### src/rtl/scan_retime_bank_pkg.sv
// Shared types and legal parameter ranges for the scan-out retiming bank.
package scan_retime_bank_pkg;

  localparam int unsigned NUM_CHAINS_MIN = 1;
  localparam int unsigned NUM_CHAINS_MAX = 16;
  localparam int unsigned SKEW_DEPTH_MIN = 1;
  localparam int unsigned SKEW_DEPTH_MAX = 4;
  localparam int unsigned CNT_W_MIN      = 1;

  typedef enum logic [1:0] {
    ST_IDLE  = 2'd0,
    ST_SHIFT = 2'd1,
    ST_DONE  = 2'd2
  } scan_state_e;

  typedef enum logic {
    MODE_PARALLEL = 1'b0,
    MODE_COMPACT  = 1'b1
  } scan_mode_e;

endpackage

### src/rtl/scan_retime_stage.sv
// Single-channel retiming pipe: SKEW_DEPTH flops that advance only when adv is high.
module scan_retime_stage
  import scan_retime_bank_pkg::*;
#(
  parameter int unsigned SKEW_DEPTH = 1
) (
  input  logic clk,
  input  logic rst,
  input  logic adv,
  input  logic d,
  output logic q
);

  if (SKEW_DEPTH < SKEW_DEPTH_MIN || SKEW_DEPTH > SKEW_DEPTH_MAX) begin : g_bad_depth
    $error("scan_retime_stage: SKEW_DEPTH out of range");
  end

  logic [SKEW_DEPTH-1:0] pipe;

  if (SKEW_DEPTH == 1) begin : g_single
    always_ff @(posedge clk or posedge rst) begin
      if (rst)      pipe <= '0;
      else if (adv) pipe <= d;
    end
  end else begin : g_multi
    always_ff @(posedge clk or posedge rst) begin
      if (rst)      pipe <= '0;
      else if (adv) pipe <= {pipe[SKEW_DEPTH-2:0], d};
    end
  end

  assign q = pipe[SKEW_DEPTH-1];

endmodule

### src/rtl/scan_retime_bank.sv
// Scan-out retiming bank: per-channel skew pipes, optional XOR compaction,
// and a pattern FSM that counts shifts and flags patterns cut short.
module scan_retime_bank
  import scan_retime_bank_pkg::*;
#(
  parameter int unsigned NUM_CHAINS = 4,
  parameter int unsigned SKEW_DEPTH = 1,
  parameter int unsigned CNT_W      = 12
) (
  input  logic                  clk,
  input  logic                  rst,
  input  logic                  se,
  input  logic                  hold_outputs,
  input  logic                  compact_mode,
  input  logic [CNT_W-1:0]      shift_len,
  input  logic                  err_clr,
  input  logic [NUM_CHAINS-1:0] chain_in,
  output logic [NUM_CHAINS-1:0] so,
  output logic [CNT_W-1:0]      shift_cnt,
  output logic                  shift_done,
  output logic                  short_err
);

  if (NUM_CHAINS < NUM_CHAINS_MIN || NUM_CHAINS > NUM_CHAINS_MAX) begin : g_bad_chains
    $error("scan_retime_bank: NUM_CHAINS out of range");
  end
  if (SKEW_DEPTH < SKEW_DEPTH_MIN || SKEW_DEPTH > SKEW_DEPTH_MAX) begin : g_bad_depth
    $error("scan_retime_bank: SKEW_DEPTH out of range");
  end
  if (CNT_W < CNT_W_MIN) begin : g_bad_cnt
    $error("scan_retime_bank: CNT_W out of range");
  end

  localparam logic [CNT_W-1:0] CNT_ONE = CNT_W'(1);
  localparam logic [CNT_W-1:0] CNT_MAX = '1;

  logic                  adv;
  logic [NUM_CHAINS-1:0] last;

  scan_state_e      state_q, state_d;
  scan_mode_e       mode_q, mode_d;
  logic [CNT_W-1:0] len_q, len_d;
  logic [CNT_W-1:0] cnt_q, cnt_d;
  logic             done_q, done_d;
  logic             err_q, err_d;
  logic             err_set;
  logic [CNT_W-1:0] len_eff;
  logic [CNT_W-1:0] cnt_inc;

  assign adv = se & ~hold_outputs;

  for (genvar i = 0; i < NUM_CHAINS; i++) begin : g_chain
    scan_retime_stage #(
      .SKEW_DEPTH(SKEW_DEPTH)
    ) u_stage (
      .clk (clk),
      .rst (rst),
      .adv (adv),
      .d   (chain_in[i]),
      .q   (last[i])
    );
  end

  // so decodes registered stage/mode state directly so the lag stays exactly SKEW_DEPTH.
  always_comb begin
    so = last;
    if (mode_q == MODE_COMPACT) so = NUM_CHAINS'(^last);
  end

  assign len_eff = (shift_len == '0) ? CNT_ONE : shift_len;
  assign cnt_inc = (cnt_q == CNT_MAX) ? cnt_q : cnt_q + CNT_ONE;

  always_ff @(posedge clk or posedge rst) begin
    if (rst) begin
      state_q <= ST_IDLE;
      mode_q  <= MODE_PARALLEL;
      len_q   <= CNT_ONE;
      cnt_q   <= '0;
      done_q  <= 1'b0;
      err_q   <= 1'b0;
    end else begin
      state_q <= state_d;
      mode_q  <= mode_d;
      len_q   <= len_d;
      cnt_q   <= cnt_d;
      done_q  <= done_d;
      err_q   <= err_d;
    end
  end

  // Pattern FSM: start counts as shift 1; abort from SHIFT on se low, even while held.
  always_comb begin
    state_d = state_q;
    mode_d  = mode_q;
    len_d   = len_q;
    cnt_d   = cnt_q;
    done_d  = 1'b0;
    err_set = 1'b0;
    case (state_q)
      ST_IDLE: begin
        mode_d = scan_mode_e'(compact_mode);
        cnt_d  = '0;
        if (adv) begin
          len_d = len_eff;
          cnt_d = CNT_ONE;
          if (len_eff == CNT_ONE) begin
            state_d = ST_DONE;
            done_d  = 1'b1;
          end else begin
            state_d = ST_SHIFT;
          end
        end
      end
      ST_SHIFT: begin
        if (!se) begin
          state_d = ST_IDLE;
          err_set = 1'b1;
        end else if (!hold_outputs) begin
          cnt_d = cnt_inc;
          if (cnt_inc == len_q) begin
            state_d = ST_DONE;
            done_d  = 1'b1;
          end
        end
      end
      ST_DONE: begin
        if (!se) state_d = ST_IDLE;
      end
      default: state_d = ST_IDLE;
    endcase
    err_d = err_set | (err_q & ~err_clr);
  end

  assign shift_cnt  = cnt_q;
  assign shift_done = done_q;
  assign short_err  = err_q;

endmodule

### config.mk
export PLATFORM = sky130hd
export DESIGN_NAME = scan_retime_bank
export DESIGN_NICKNAME = d
export VERILOG_FILES = /design/src/rtl/scan_retime_bank_pkg.sv /design/src/rtl/scan_retime_stage.sv /design/src/rtl/scan_retime_bank.sv
export SDC_FILE = /design/constraint.sdc
export NUM_CORES = 1
export LEC_CHECK = 0
export CORE_AREA = 2 2 64 66
export DETAILED_ROUTE_END_ITERATION = 10
export DIE_AREA = 0 0 66 68
export GPL_ROUTABILITY_DRIVEN = 0
export PLACE_DENSITY = 0.79
export SLEW_MARGIN = 20
export SYNTH_ARGS = -nofsm -noshare
export SYNTH_HDL_FRONTEND = slang
export SYNTH_SLANG_ARGS = --single-unit
### constraint.sdc
create_clock -name clk -period 5.1 [get_ports clk]
set_clock_uncertainty 0.05 [all_clocks]
set_input_delay 0.765 -clock clk [delete_from_list [all_inputs] [get_ports clk]]
set_output_delay 0.765 -clock clk [all_outputs]
set_load 0.01 [all_outputs]
==> summary.md <==
| Metric | Value |
|---|---|
| Overall power | 633.6 µW |
| Worst-Margin Slew | 0.7562 ns |
| H-tree levels | 2 |
| Critical Path Start Type | flip-flop |
| Min Tclk post-route | 2.867 ns |
| Fin Setup TNS | 0 ns |
| TritonCTS clock tree | done |
| Mapped Area | 2006 µm² |
| Final hold vios | 0 |
| Syn Inst Count | 223 |
| Via/cell ratio | 5.706 |
| Worst path top cell family by delay | simple AND/OR/NAND/NOR gates |
| Distinct cells, synth | 48 |
| Async set or reset register ratio after synthesis | 1.000 |
| Drt drc | 0 |
| CTS clk-pin slew, worst paths | 0.08 ns |
| Unrepaired setup endpoints after global routing | false |
| Peak Freq | 348.8 MHz |
| Number of synthesized register bits | 33 |
| Slowest stage delay, CP | 0.50 ns |
| Synth warnings | 0 |
| First-pass GRT wire length | 7376 µm |
| Setup CP Type | reg2reg |
| Status | finished clean |
| WP buf/inv | 0 |
| DRT iter0 DRCs | 139 |
| Lkg Pwr | 1.013 nW |
| Register area share after synthesis | 0.4124 |
| CTS buffer count | 5 |
| Antenna cell count | 0 |
| Max-Cap Viols | 0 |
| Vias in the first global route | 1505 |
| Final setup vio count | 0 |
| Hold buffer count at cts | 0 |
| Required @ worst endpoint | 5.23 ns |
| Root Buffer | clkbuf_8 |
| Area growth, synth to finish | 25.33% |
| CP cell instances | ha_1, and2_1, nand4_1, mux2i_1, xor2_1, o2111ai_1, or3_1, o221a_1 |
| Remaining global-route overflow | 0 |
| Gr usage total | 0.2198 |
| Setup Buffers After CTS | 0 |
| Post-CTS sizing | 0 |
| Layout cells sized above 1 | 0.1141 |
| DIE WIDTH | 66 µm |
| Slew Limit Fails | 0 |
| HPWL after detailed placement | 3227 µm |
| Core ar. | 3856 µm² |
| Die Height | 68 µm |
| HP Class | reg2reg |
| Placement Rows | 23 |
| Via count | 1786 |
| Pwr dens | 252.1 nW/µm² |
| Clk Latency, worst-skew pair | 0.30 ns |
| Drt pass-1 iters | 4 |
| Synth top area share | 0.3993 |
| Synthesized net count | 246 |
| CP Capture Type | flip-flop |
| Routed wire length per instance | 13.97 µm |
| Crit path DAT | 2.99 ns |
| Max Buffers Root-to-Sink | 2 |
| Synth area leaders | dfrtp_1 (40%), mux2_2 (6.7%), nand2_1 (6.6%) |
| Port Buffers | 39 |
| CP max FO | 15 |
| VDD IR-drop max | 0.1837 mV |
| Number of synthesized flops with an enable pin | 0 |
| Clock sink count | 33 |
| Crit share post-route | 0.5621 |
| Avg Cell Area, Syn | 8.994 µm² |
| Fin area | 2514 µm² |
| # IOs | 40 |
| Initial antenna violation count | 0 |
| Post-route ant nets | 0 |
| Largest net degree at the start of global routing | 34 |
| Worst relative slew slack | 0.4959 |
| Area leader, netlist | dfrtp_1 |
| WL final | 4374 µm |
| Net count, final | 285 |
| Starting Density | 0.5201 |
| Crit-path slowest cell | ha_1 |
| Post-DP Area | 2427 µm² |
| Top FF cell, synth | dfrtp_1 |
| Full die area | 4488 µm² |
## state kept, by name, indices dropped and copies added (netlist names)
name / flops
len_q: 12
shift_cnt: 12
g_chain.u_stage.q: 4
state_q: 2
mode_q: 1
shift_done: 1
short_err: 1
## stage by stage
step	setup WS [ns]	hold slack, ns	util	std cells
after floorplan	2.696	0.4168	-	223
after global placement	2.216	0.4426	0.6295	305
after detailed placement	2.199	0.4521	0.6295	305
after CTS	2.258	0.4690	0.6518	313
after global routing	2.011	0.4970	0.6518	313
final	2.233	0.4645	0.6518	313
## placed cells by master (no fill, tap or decap), drive strengths merged, types with 7 or more instances in the layout
cell,n
nor2,12
inv,8
o21ai,16
dfrtp,32
xnor2,10
xor2,7
nand2,35
mux2,12
a21oi,16
clkdlybuf4s50,39
## area by class of cell
cell class | instances | area (µm²)
fill | 342 | 1343
clock buffer | 5 | 68.82
tap | 50 | 62.56
inverter | 8 | 30.03
timing repair buffer | 41 | 405.4
sequential | 33 | 827.0
multi-input combinational | 173 | 1102
clock inverter | 3 | 17.52
## layer usage
metal,track usage,part of all wire
met5,0,0
met4,0.06888,0.013
met3,0.05099,0.043
met2,0.3333,0.48
met1,0.3140,0.47
## worst reg2reg max path, cell delays in order (launching register included)
cell and delay (ns):
dfrtp_1 0.47, ha_1 0.50, and2_1 0.25, nand4_1 0.28, mux2i_1 0.27, xor2_1 0.16, o2111ai_1 0.14, or3_1 0.36
o221a_1 0.27
## cells by family (layout without fill, tap and decap cells)
logic type	count (synthesis)	count (layout)	share of synthesized area
and+or+nand+nor	89	89	0.2308
muxes	13	13	0.07236
adders and majority gates	1	1	0.006237
xor gates and xnor gates	17	17	0.07423
buffers and inverters	17	57	0.03805
AOI/OAI and AO/OA	53	53	0.1660
DFF	33	33	0.4124
## path summary, 6_finish.rpt
| kind | start | endpoint | slack, ns | depth (start not counted) |
|---|---|---|---|---|
| hold / removal | g_chain[0].u_stage.q | g_chain[0].u_stage.q | 0.46 | 2 |
| hold reg to reg | g_chain[0].u_stage.q | g_chain[0].u_stage.q | 0.46 | 2 |
| max in group asynchronous | rst | len_q[0] | 3.87 | 3 |
| setup reg to reg | shift_cnt[0] | state_q[0] | 2.23 | 8 |
| min in group asynchronous | rst | shift_cnt[0] | 0.80 | 3 |
| setup / recovery | shift_cnt[0] | state_q[0] | 2.23 | 8 |
## Yosys cell counts (4+ instances only)
cell type and instances:
dfrtp_1 32, o21ai_0 15, xnor2_1 10, inv_1 8, nand2_1 35, nor3_1 4, nand3_1 5, a21oi_1 16
buf_2 4, nand4_1 4, nor2_1 12, nor2b_1 6, mux2_2 12, xor2_1 7, nor4_1 6
## report_power, final
part           switching [mW]  internal [mW]
Sequential             0.0243          0.288
Clock                   0.102         0.0941
Combinational          0.0521         0.0733
Total                   0.178          0.455
No activity file was read; power rests on OpenSTA's default activity.
==> patch: new RTL, same settings <==
The output `shift_done` loses its register stage (`done_q` becomes a continuous assignment).
--- a/src/rtl/scan_retime_bank.sv
+++ b/src/rtl/scan_retime_bank.sv
@@ -78,3 +78,2 @@
       cnt_q   <= '0;
-      done_q  <= 1'b0;
       err_q   <= 1'b0;
@@ -85,3 +84,2 @@
       cnt_q   <= cnt_d;
-      done_q  <= done_d;
       err_q   <= err_d;
@@ -89,2 +87,4 @@
   end
+
+  assign done_q = done_d;
 
Formal check against the unedited RTL: not equivalent (Yosys sat finds a counterexample within 4 cycles, from zero or initial values and one cycle with rst high).
==> patch against the unedited design <==
- sequential cell count is 1 lower
- worst hold slack better by 8.6 ps
- utilization rose by 2.4 points
- register-to-register slack improved by 190 ps
- routed wire length increased by 17%
- cell area rose by 3.7%
- critical path type is now flip-flop to output port
- combinational power increased by 19%
- total power increased by 5.9%
- maximum frequency decreased by 29%
- area after synthesis rose by 6.6%
- worst setup slack got worse by 1200 ps
- critical path depth rose by 1
==> patch: results (changes against the unedited design) <==
- Capture point of the critical path: shift_done
- Peak supply drop: 0.188 mV (+2.2%)
- Metal2 WL: 2340 um (+12%)
- CP Launch Point: shift_cnt[1]
- Max FO, Critical Path: 10 (-5)
- Gr usage total: 25.4% (+3.4 points)
- Half-perimeter wire length of the detailed placement result: 3810 um (+18%)
- Met3 Track Usage GR: 5.92% (+0.82 points)
- Ratio of cells with drive above 1 in the final layout: 12.2% (+0.78 points)
- Vias in the first global route: 1779 (+18%)
- Leading post-synthesis cells by cell area: sky130_fd_sc_hd__dfrtp_1 (36%), sky130_fd_sc_hd__o21ai_0 (6.3%), sky130_fd_sc_hd__mux2_2 (5.8%)
- Run status: complete, no violations
- Post-layout net count: 301 (+5.6%)
- P_sw: 196 uW (+9.9%)
- Clock-pin slew of the registers on the worst-case setup and hold paths: 60 ps (-20 ps)
- Pre-antenna DRT Iters: 5 (+1)
- Clock insertion delay at the later pin of the skew report: 280 ps (-20 ps)
- GR Util met1: 36.5% (+5.1 points)
- GR Layer Usage met2: 38.1% (+4.8 points)
- Transition at the pin with the smallest max-transition slack: 861 ps (+105 ps)
- Post-DR wirelength/cell: 15.6 um (+11%)
- Maximum number of pins on one net before global-route repair: 33 (-2.9%)
- Synthesized net count: 264 (+7.3%)
- Leakage Power: 0.00102 uW (+0.84%)
- Global-route wire length before repair: 8590 um (+16%)
- Via count normalized by instance count: 6.07 (+6.3%)
- Filler instances: 334 (-2.3%)
- Most frequent cells after synthesis: sky130_fd_sc_hd__dfrtp_1 (31), sky130_fd_sc_hd__o21ai_0 (27), sky130_fd_sc_hd__nand2_1 (26)
- Wire length the detailed router placed on met1: 2410 um (+18%)
- Cell type of the slowest stage on the worst timing path: sky130_fd_sc_hd__or4_4
- Max incr delay on CP: 590 ps (+90 ps)
- Initial drt markers: 159 (+14%)
- Proportion of synthesized chip area in sequential cells: 37.5% (-3.7 points)
- Worst-case register-to-register setup slack: 2420 ps (+190 ps)
- Sum of met3 wire segment lengths after detailed routing: 281 um (+51%)
[patch: cell count changes after synthesis, moves of 3 or more]
cell | unedited run | this run
sky130_fd_sc_hd__buf_2 | 4 | 1
sky130_fd_sc_hd__clkbuf_8 | 0 | 4
sky130_fd_sc_hd__nand3_1 | 5 | 8
sky130_fd_sc_hd__xnor2_1 | 10 | 7
sky130_fd_sc_hd__inv_1 | 8 | 11
sky130_fd_sc_hd__nor3_1 | 4 | 14
sky130_fd_sc_hd__nor2_1 | 12 | 18
sky130_fd_sc_hd__a21oi_1 | 16 | 9
sky130_fd_sc_hd__o21ai_0 | 15 | 27
sky130_fd_sc_hd__nand2_1 | 35 | 26
sky130_fd_sc_hd__o2111ai_1 | 3 | 0
sky130_fd_sc_hd__xor2_1 | 7 | 4
[patch: metrics by stage]
stage | setup slack, ps | instance area, um^2 | power [uW] | cells
global placement | 1410 | 2510 | 465 | 321
detailed placement | 1350 | 2510 | 470 | 321
finish | 1040 | 2610 | 671 | 329
global route | 746 | 2610 | 704 | 329
CTS | 1060 | 2610 | 674 | 329
floorplan | 1960 | 2140 | 409 | 241
[patch: logic make-up after synthesis]
group                      count (synthesis)  share of synthesized area (%)
muxes                                     12                           6.26
AOI/OAI and AO/OA                         66                           20.0
xor gates and xnor gates                  11                           4.51
DFF                                       32                           37.5
adders and majority gates                  1                          0.585
and+or+nand+nor                           96                           24.6
buffers and inverters                     23                           6.56
[patch: power groups by stage]
stage / Clock [uW] / Combinational (uW) / Sequential, uW
after floorplan: 0 / 99.5 / 310
after global placement: 0 / 145 / 320
after detailed placement: 0 / 148 / 321
after CTS: 208 / 150 / 317
after global routing: 217 / 165 / 322
final: 204 / 149 / 318
[patch: worst min-delay path by stage]
stage                    startpoint              endpoint  slack [ps]  cells after the start
5_1_grt                    len_q[5]              len_q[5]         510                      1
2_1_floorplan  g_chain[0].u_stage.q  g_chain[0].u_stage.q         420                      2
3_5_place_dp   g_chain[0].u_stage.q  g_chain[0].u_stage.q         450                      2
4_1_cts        g_chain[0].u_stage.q  g_chain[0].u_stage.q         470                      2
6_report       g_chain[0].u_stage.q  g_chain[0].u_stage.q         470                      2
3_3_place_gp   g_chain[1].u_stage.q  g_chain[1].u_stage.q         450                      2
[patch: layout make-up]
| class | count | area share [%] |
|---|---|---|
| clock inverters | 1 | 0.288 |
| multi-input cells | 186 | 45.8 |
| well taps | 50 | 2.40 |
| clock buffers | 7 | 3.31 |
| flip-flops and latches | 32 | 30.8 |
| inverters | 11 | 1.58 |
| repair buffers | 42 | 15.8 |
[patch: worst reg2reg max path: cells and delay by family (launching register included)]
kind	cells	cell delay, ps
simple gates	4	1060
flops	1	470
fa+ha+maj	1	350
compound gates	1	280
mux	1	240
xor+xnor	1	130
